[config.mk]
export PLATFORM = sky130hd
export DESIGN_NAME = hub_linear_fold_ctrl
export DESIGN_NICKNAME = d
export VERILOG_FILES = /design/src/rtl/hub_linear_fold_ctrl_pkg.sv /design/src/rtl/hub_linear_fold_ctrl_fold_cnt.sv /design/src/rtl/hub_linear_fold_ctrl.sv
export SDC_FILE = /design/constraint.sdc
export NUM_CORES = 1
export LEC_CHECK = 0
export ABC_AREA = 1
export CORE_ASPECT_RATIO = 2
export CORE_UTILIZATION = 30
export CTS_CLUSTER_DIAMETER = 150
export DETAILED_ROUTE_END_ITERATION = 6
export GPL_TIMING_DRIVEN = 0
export PLACE_DENSITY = 0.48
export SLEW_MARGIN = 20
export SYNTH_ARGS = -nofsm -noshare
export SYNTH_HDL_FRONTEND = slang
export SYNTH_SLANG_ARGS = --single-unit
[constraint.sdc]
create_clock -name clk -period 1.3 [get_ports clk]
set_input_delay 0.195 -clock clk [delete_from_list [all_inputs] [get_ports clk]]
set_output_delay 0.195 -clock clk [all_outputs]
set_load 0.01 [all_outputs]
[src/rtl/hub_linear_fold_ctrl_pkg.sv]
// Shared types for the folded hybrid-unary linear layer controller.
package hub_ctrl_pkg;

  typedef enum logic [2:0] {
    ST_IDLE,
    ST_LOAD,
    ST_RUN,
    ST_DRAIN,
    ST_SWAP
  } ctrl_state_t;

endpackage

[src/rtl/hub_linear_fold_ctrl_fold_cnt.sv]
// In-part cycle counter and fold partition index. The window covers the
// bitstream cycles plus the adder-tree drain cycles.
module fold_cnt #(
  parameter int FOLD = 1,
  parameter int PWID = 1,
  parameter int RWID = 10,
  parameter int LAT  = 2,
  parameter int CWID = $clog2((2**RWID) + LAT)
) (
  input  logic            clk,
  input  logic            rst,
  input  logic            en,
  input  logic            clr,
  output logic [CWID-1:0] cnt,
  output logic [PWID-1:0] part,
  output logic            part_last,
  output logic            win_last
);

  localparam int WIN = (2**RWID) + LAT;

  logic [CWID-1:0] cnt_q, cnt_d;
  logic [PWID-1:0] part_q, part_d;

  assign cnt       = cnt_q;
  assign part      = part_q;
  assign win_last  = (cnt_q == CWID'(WIN - 1));
  assign part_last = (part_q == PWID'(FOLD - 1));

  always_comb begin
    cnt_d  = cnt_q;
    part_d = part_q;
    if (clr) begin
      cnt_d  = '0;
      part_d = '0;
    end else if (en) begin
      if (win_last) begin
        cnt_d = '0;
        // The last part holds its index; leaving SWAP clears it.
        if (!part_last) part_d = part_q + PWID'(1);
      end else begin
        cnt_d = cnt_q + CWID'(1);
      end
    end
  end

  always_ff @(posedge clk or posedge rst) begin
    if (rst) begin
      cnt_q  <= '0;
      part_q <= '0;
    end else begin
      cnt_q  <= cnt_d;
      part_q <= part_d;
    end
  end

endmodule

[src/rtl/hub_linear_fold_ctrl.sv]
// Frame sequencer for one folded linear datapath: weight-load handshake,
// per-part bitstream + drain windows, and double-buffer swap per frame.
module hub_linear_fold_ctrl
  import hub_ctrl_pkg::*;
#(
  parameter int FOLD = 1,
  parameter int PWID = ($clog2(FOLD) < 2) ? 1 : $clog2(FOLD),
  parameter int RWID = 10,
  parameter int LAT  = 2,
  parameter int CWID = $clog2((2**RWID) + LAT)
) (
  input  logic            clk,
  input  logic            rst,
  input  logic            iStart,
  input  logic            iStop,
  input  logic            iWValid,
  output logic            oWReady,
  output logic            oLoad,
  output logic            oSel,
  output logic            oClear,
  output logic [PWID-1:0] oPart,
  output logic            oBusy,
  output logic            oOValid
);

  localparam int CYC = 2**RWID;

  ctrl_state_t     state_q, state_d;
  logic            sel_q, sel_d;
  logic [CWID-1:0] cnt;
  logic [PWID-1:0] part;
  logic            part_last, win_last, run_last;
  logic            cnt_en, cnt_clr;

  assign run_last = (cnt == CWID'(CYC - 1));
  assign cnt_en   = (state_q == ST_RUN) || (state_q == ST_DRAIN);
  // Every path into RUN passes through IDLE, LOAD or SWAP, so clearing
  // there guarantees part=0/cnt=0 on RUN entry.
  assign cnt_clr  = iStop || (state_q == ST_IDLE) || (state_q == ST_LOAD) ||
                    (state_q == ST_SWAP);

  fold_cnt #(
    .FOLD (FOLD),
    .PWID (PWID),
    .RWID (RWID),
    .LAT  (LAT),
    .CWID (CWID)
  ) u_fold_cnt (
    .clk       (clk),
    .rst       (rst),
    .en        (cnt_en),
    .clr       (cnt_clr),
    .cnt       (cnt),
    .part      (part),
    .part_last (part_last),
    .win_last  (win_last)
  );

  always_comb begin
    state_d = state_q;
    sel_d   = sel_q;
    unique case (state_q)
      ST_IDLE, ST_SWAP: begin
        if (iStart) state_d = iWValid ? ST_LOAD : ST_RUN;
        else        state_d = ST_IDLE;
      end
      ST_LOAD: begin
        if (iWValid) state_d = ST_RUN;
      end
      ST_RUN: begin
        // With LAT=0 the window ends inside RUN, so check it first.
        if (win_last)      state_d = part_last ? ST_SWAP : ST_RUN;
        else if (run_last) state_d = ST_DRAIN;
      end
      ST_DRAIN: begin
        if (win_last) state_d = part_last ? ST_SWAP : ST_RUN;
      end
      default: state_d = ST_IDLE;
    endcase
    if (iStop) state_d = ST_IDLE;
    if ((state_d == ST_SWAP) && (state_q != ST_SWAP)) sel_d = ~sel_q;
  end

  always_ff @(posedge clk or posedge rst) begin
    if (rst) begin
      state_q <= ST_IDLE;
      sel_q   <= 1'b0;
    end else begin
      state_q <= state_d;
      sel_q   <= sel_d;
    end
  end

  assign oWReady = (state_q == ST_LOAD);
  assign oLoad   = (state_q == ST_LOAD) && iWValid && !iStop;
  assign oSel    = sel_q;
  assign oClear  = (state_q == ST_IDLE) || (state_q == ST_LOAD) || (state_q == ST_SWAP);
  assign oPart   = part;
  assign oBusy   = (state_q != ST_IDLE);
  assign oOValid = (state_q == ST_SWAP);

endmodule

==> impl_metrics.env <==
export IMPL_status="finished with violations"
export IMPL_violations="setup timing"
export IMPL_fp_dieH_um=85.8
export IMPL_fin_skew_ns=0.0118
export IMPL_criticalPathCategory="reg2out"
export IMPL_max_stage_delay_ns=0.45
export IMPL_wl_per_cell_um=15.0
export IMPL_finalWorstSetupSlack_ns=-0.144
export IMPL_vias_per_cell=5.06
export IMPL_synth_area_leader_cell="dfrtp_1"
export IMPL_cts_root_buf="clkbuf_8"
export IMPL_grt_pass1_wl_mm=5.26
export IMPL_fin_cells=218
export IMPL_cts_max_path_buffers=2
export IMPL_dp_cells=197
export IMPL_synth_distinct_cells=27
export IMPL_nNetsFinal=194
export IMPL_timing_rr_end="u_fold_cnt.cnt[10]$_DFFE_PP0P_"
export IMPL_slew_violations=0
export IMPL_p_per_area_nw_per_um2=716
export IMPL_finalCriticalPeriod_ns=1.44
export IMPL_io_pins=12
export IMPL_worst_r2r_path_depth=9
export IMPL_worstSetupStartpoint="state_q[2]$_DFF_PP0_"
export IMPL_rrSetupSlack_ns=-0.07
export IMPL_grt_total_usage=0.192
export IMPL_max_freq_mhz=692
export IMPL_cp_slowest_cell="dfrtp_2"
export IMPL_tns_ns=-0.552
export IMPL_cap_violations=0
export IMPL_path_delay_family="flip-flops"
export IMPL_layout_drive_gt1_share=0.425
export IMPL_portBuffers=10
export IMPL_netlist_area_um2=1050
export IMPL_crit_path_end="oLoad"
export IMPL_postSynthNetCount=162
export IMPL_worst_slew_pin_slew_ns=0.623
export IMPL_yosysSeqAreaShare=0.356
export IMPL_syn_avg_cell_area_um2=6.80
export IMPL_power_mw=1.13
export IMPL_dieArea_um2=3770
export IMPL_crit_buf_inv=1
export IMPL_antenna_found_initial=0
export IMPL_setup_viol=13
export IMPL_n_antenna_cell=0
export IMPL_ys_ff_latch=15
export IMPL_synth_top_cells_by_area="dfrtp_1, nand2_1, inv_1"
export IMPL_vdd_drop_max_mv=0.578
export IMPL_synth_top_area_frac=0.356
export IMPL_crit_reg2reg_launch="state_q[2]$_DFF_PP0_"
export IMPL_start_kind="register"
export IMPL_first_pass_iters=4
export IMPL_place_gp_congestion=0.741
export IMPL_grt_overflow_total=0
export IMPL_grt_max_degree=16
export IMPL_cts_buffers_inserted=3
export IMPL_wl_mm=3.27
export IMPL_required_ns=1.11
export IMPL_cp_end_kind="output pin"
export IMPL_syn2layout_area_growth_pct=49.4
export IMPL_hold_class="in2async"
export IMPL_cts_num_sinks=15
export IMPL_postSynthCellCount=155
export IMPL_vias=1104
export IMPL_dp_hpwl_mm=2.29
export IMPL_critPathMaxFanout=3
export IMPL_detail_route_iter0_violations=33
export IMPL_core_area_um2=3380
export IMPL_path_cells="nor3_4, nand2_1, nor2_1, buf_2"
export IMPL_rsz0062_at_grt="yes"
export IMPL_grt_pass1_vias=1151
export IMPL_ant_nets=0
export IMPL_hold_viol=0
export IMPL_multi_input_area_um2=723
export IMPL_fillCellCount=342
export IMPL_pre_cts_ws_ns=-0.367
export IMPL_worst_path_stages=4
export IMPL_cts_htree_levels=1
export IMPL_clk_latency_ns=0.26
export IMPL_seqCellArea_um2=384
export IMPL_die_width_um=43.9
export IMPL_fin_crit_sh=1.11
export IMPL_cts_tree="yes"
export IMPL_crit_arrival_ns=1.25
export IMPL_num_rows=30
export IMPL_clk_pin_slew_ns=0.08
export IMPL_drc_errors=0
export IMPL_floorplan_initialDensity=0.312
export IMPL_yosysWarnings=0
export IMPL_slew_headroom=0.584
export IMPL_p_leak_nw=0.715
[layer usage]
layer,GRT usage,up-vias,share of wire
met3,0.0189,7,0.017
met5,0,-,0
met2,0.404,19,0.63
met4,0.0661,0,0.027
li1,-,545,-
met1,0.172,533,0.32
[synth_stat cells, drive strengths merged]
cell and count:
a21oi 2, a31oi 1, buf 2, conb 1, dfrtp 15, ha 2
inv 28, nand2 47, nand3 11, nand4 9, nor2 20, nor3 3
o21ai 9, o21bai 1, or2 2, xor2 2
[how the worst min path moves through the flow]
stage                                    end  cells after the start  slack (ns)
2_1_floorplan               oSel$_DFFE_PP0P_                      1         0.1
3_3_place_gp   u_fold_cnt.cnt[9]$_DFFE_PP0P_                      2        0.57
3_5_place_dp   u_fold_cnt.cnt[9]$_DFFE_PP0P_                      2        0.58
4_1_cts        u_fold_cnt.cnt[8]$_DFFE_PP0P_                      2        0.34
5_1_grt        u_fold_cnt.cnt[5]$_DFFE_PP0P_                      2        0.40
6_report       u_fold_cnt.cnt[8]$_DFFE_PP0P_                      2        0.30
[power by group]
part           leakage (nW)  switching, mW  internal [mW]
registers             0.191         0.0178          0.475
clock network        0.0255          0.198          0.213
logic                 0.499          0.112          0.111
[flip-flops by register name, indices dropped and copies added, names as in the netlist]
register / flops
oSel: 1
state_q: 3
u_fold_cnt.cnt: 11
[worst register-to-register path, cell delays in order, from the launching register on]
cell,delay (ns)
dfrtp_2,0.45
buf_6,0.14
a21oi_4,0.15
buf_6,0.13
nor2_4,0.04
buf_12,0.14
nand3_1,0.07
nand2_1,0.05
nand2_1,0.06
inv_1,0.03
[final cells by class]
class / count / area share
inverter: 28 / 0.0715
timing repair buffer: 27 / 0.156
clock buffer: 3 / 0.0262
sequential: 15 / 0.244
tap: 32 / 0.0254
multi-input combinational: 110 / 0.459
buffer: 2 / 0.0143
clock inverter: 1 / 0.00318
[cell families (layout without fill, tap and decap cells)]
group | after synthesis | after routing | synth area share
AND/OR/NAND/NOR | 92 | 92 | 0.410
other | 1 | 1 | 0.00356
buffers and inverters | 30 | 61 | 0.118
XOR/XNOR | 2 | 2 | 0.0166
flip-flops | 15 | 15 | 0.356
adder cells (fa/ha/maj) | 2 | 2 | 0.0237
AO/OA/AOI/OAI | 13 | 13 | 0.0724
[per-stage QoR]
| stage | utilization | instance area (µm²) | hold slack [ns] |
|---|---|---|---|
| after floorplan | - | 1070 | 0.0965 |
| after CTS | 0.420 | 1420 | 0.336 |
| after global routing | 0.466 | 1570 | 0.404 |
| after detailed placement | 0.359 | 1210 | 0.580 |
| final | 0.466 | 1570 | 0.301 |
| after global placement | 0.359 | 1210 | 0.566 |
[layout by cell type, fill, tap and decap left out, types with 2 or more instances in the layout]
cell             instances
buf_2                    2
buf_4                   12
buf_6                    7
clkbuf_8                 3
clkdlybuf4s50_1          4
dfrtp_1                  8
dfrtp_2                  7
ha_4                     2
inv_1                   16
inv_2                   10
nand2_1                 39
nand2_2                  5
nand2_4                  3
nand3_1                  6
nand3_2                  4
nand4_1                  8
nor2_1                  11
nor2_2                   2
nor2_4                   7
nor3_4                   2
o21ai_0                  4
o21ai_1                  3
o21ai_2                  2
xor2_1                   2
[what timing repair did]
item | 4_1_cts | 5_1_grt
setup buffers | 13 | 4
resized for setup | 44 | 41
setup endpoints to repair | 18 | 19
hold buffers | 0 | 0
pin swaps | 13 | 12
Note: power is estimated with default switching activity, not from simulation.
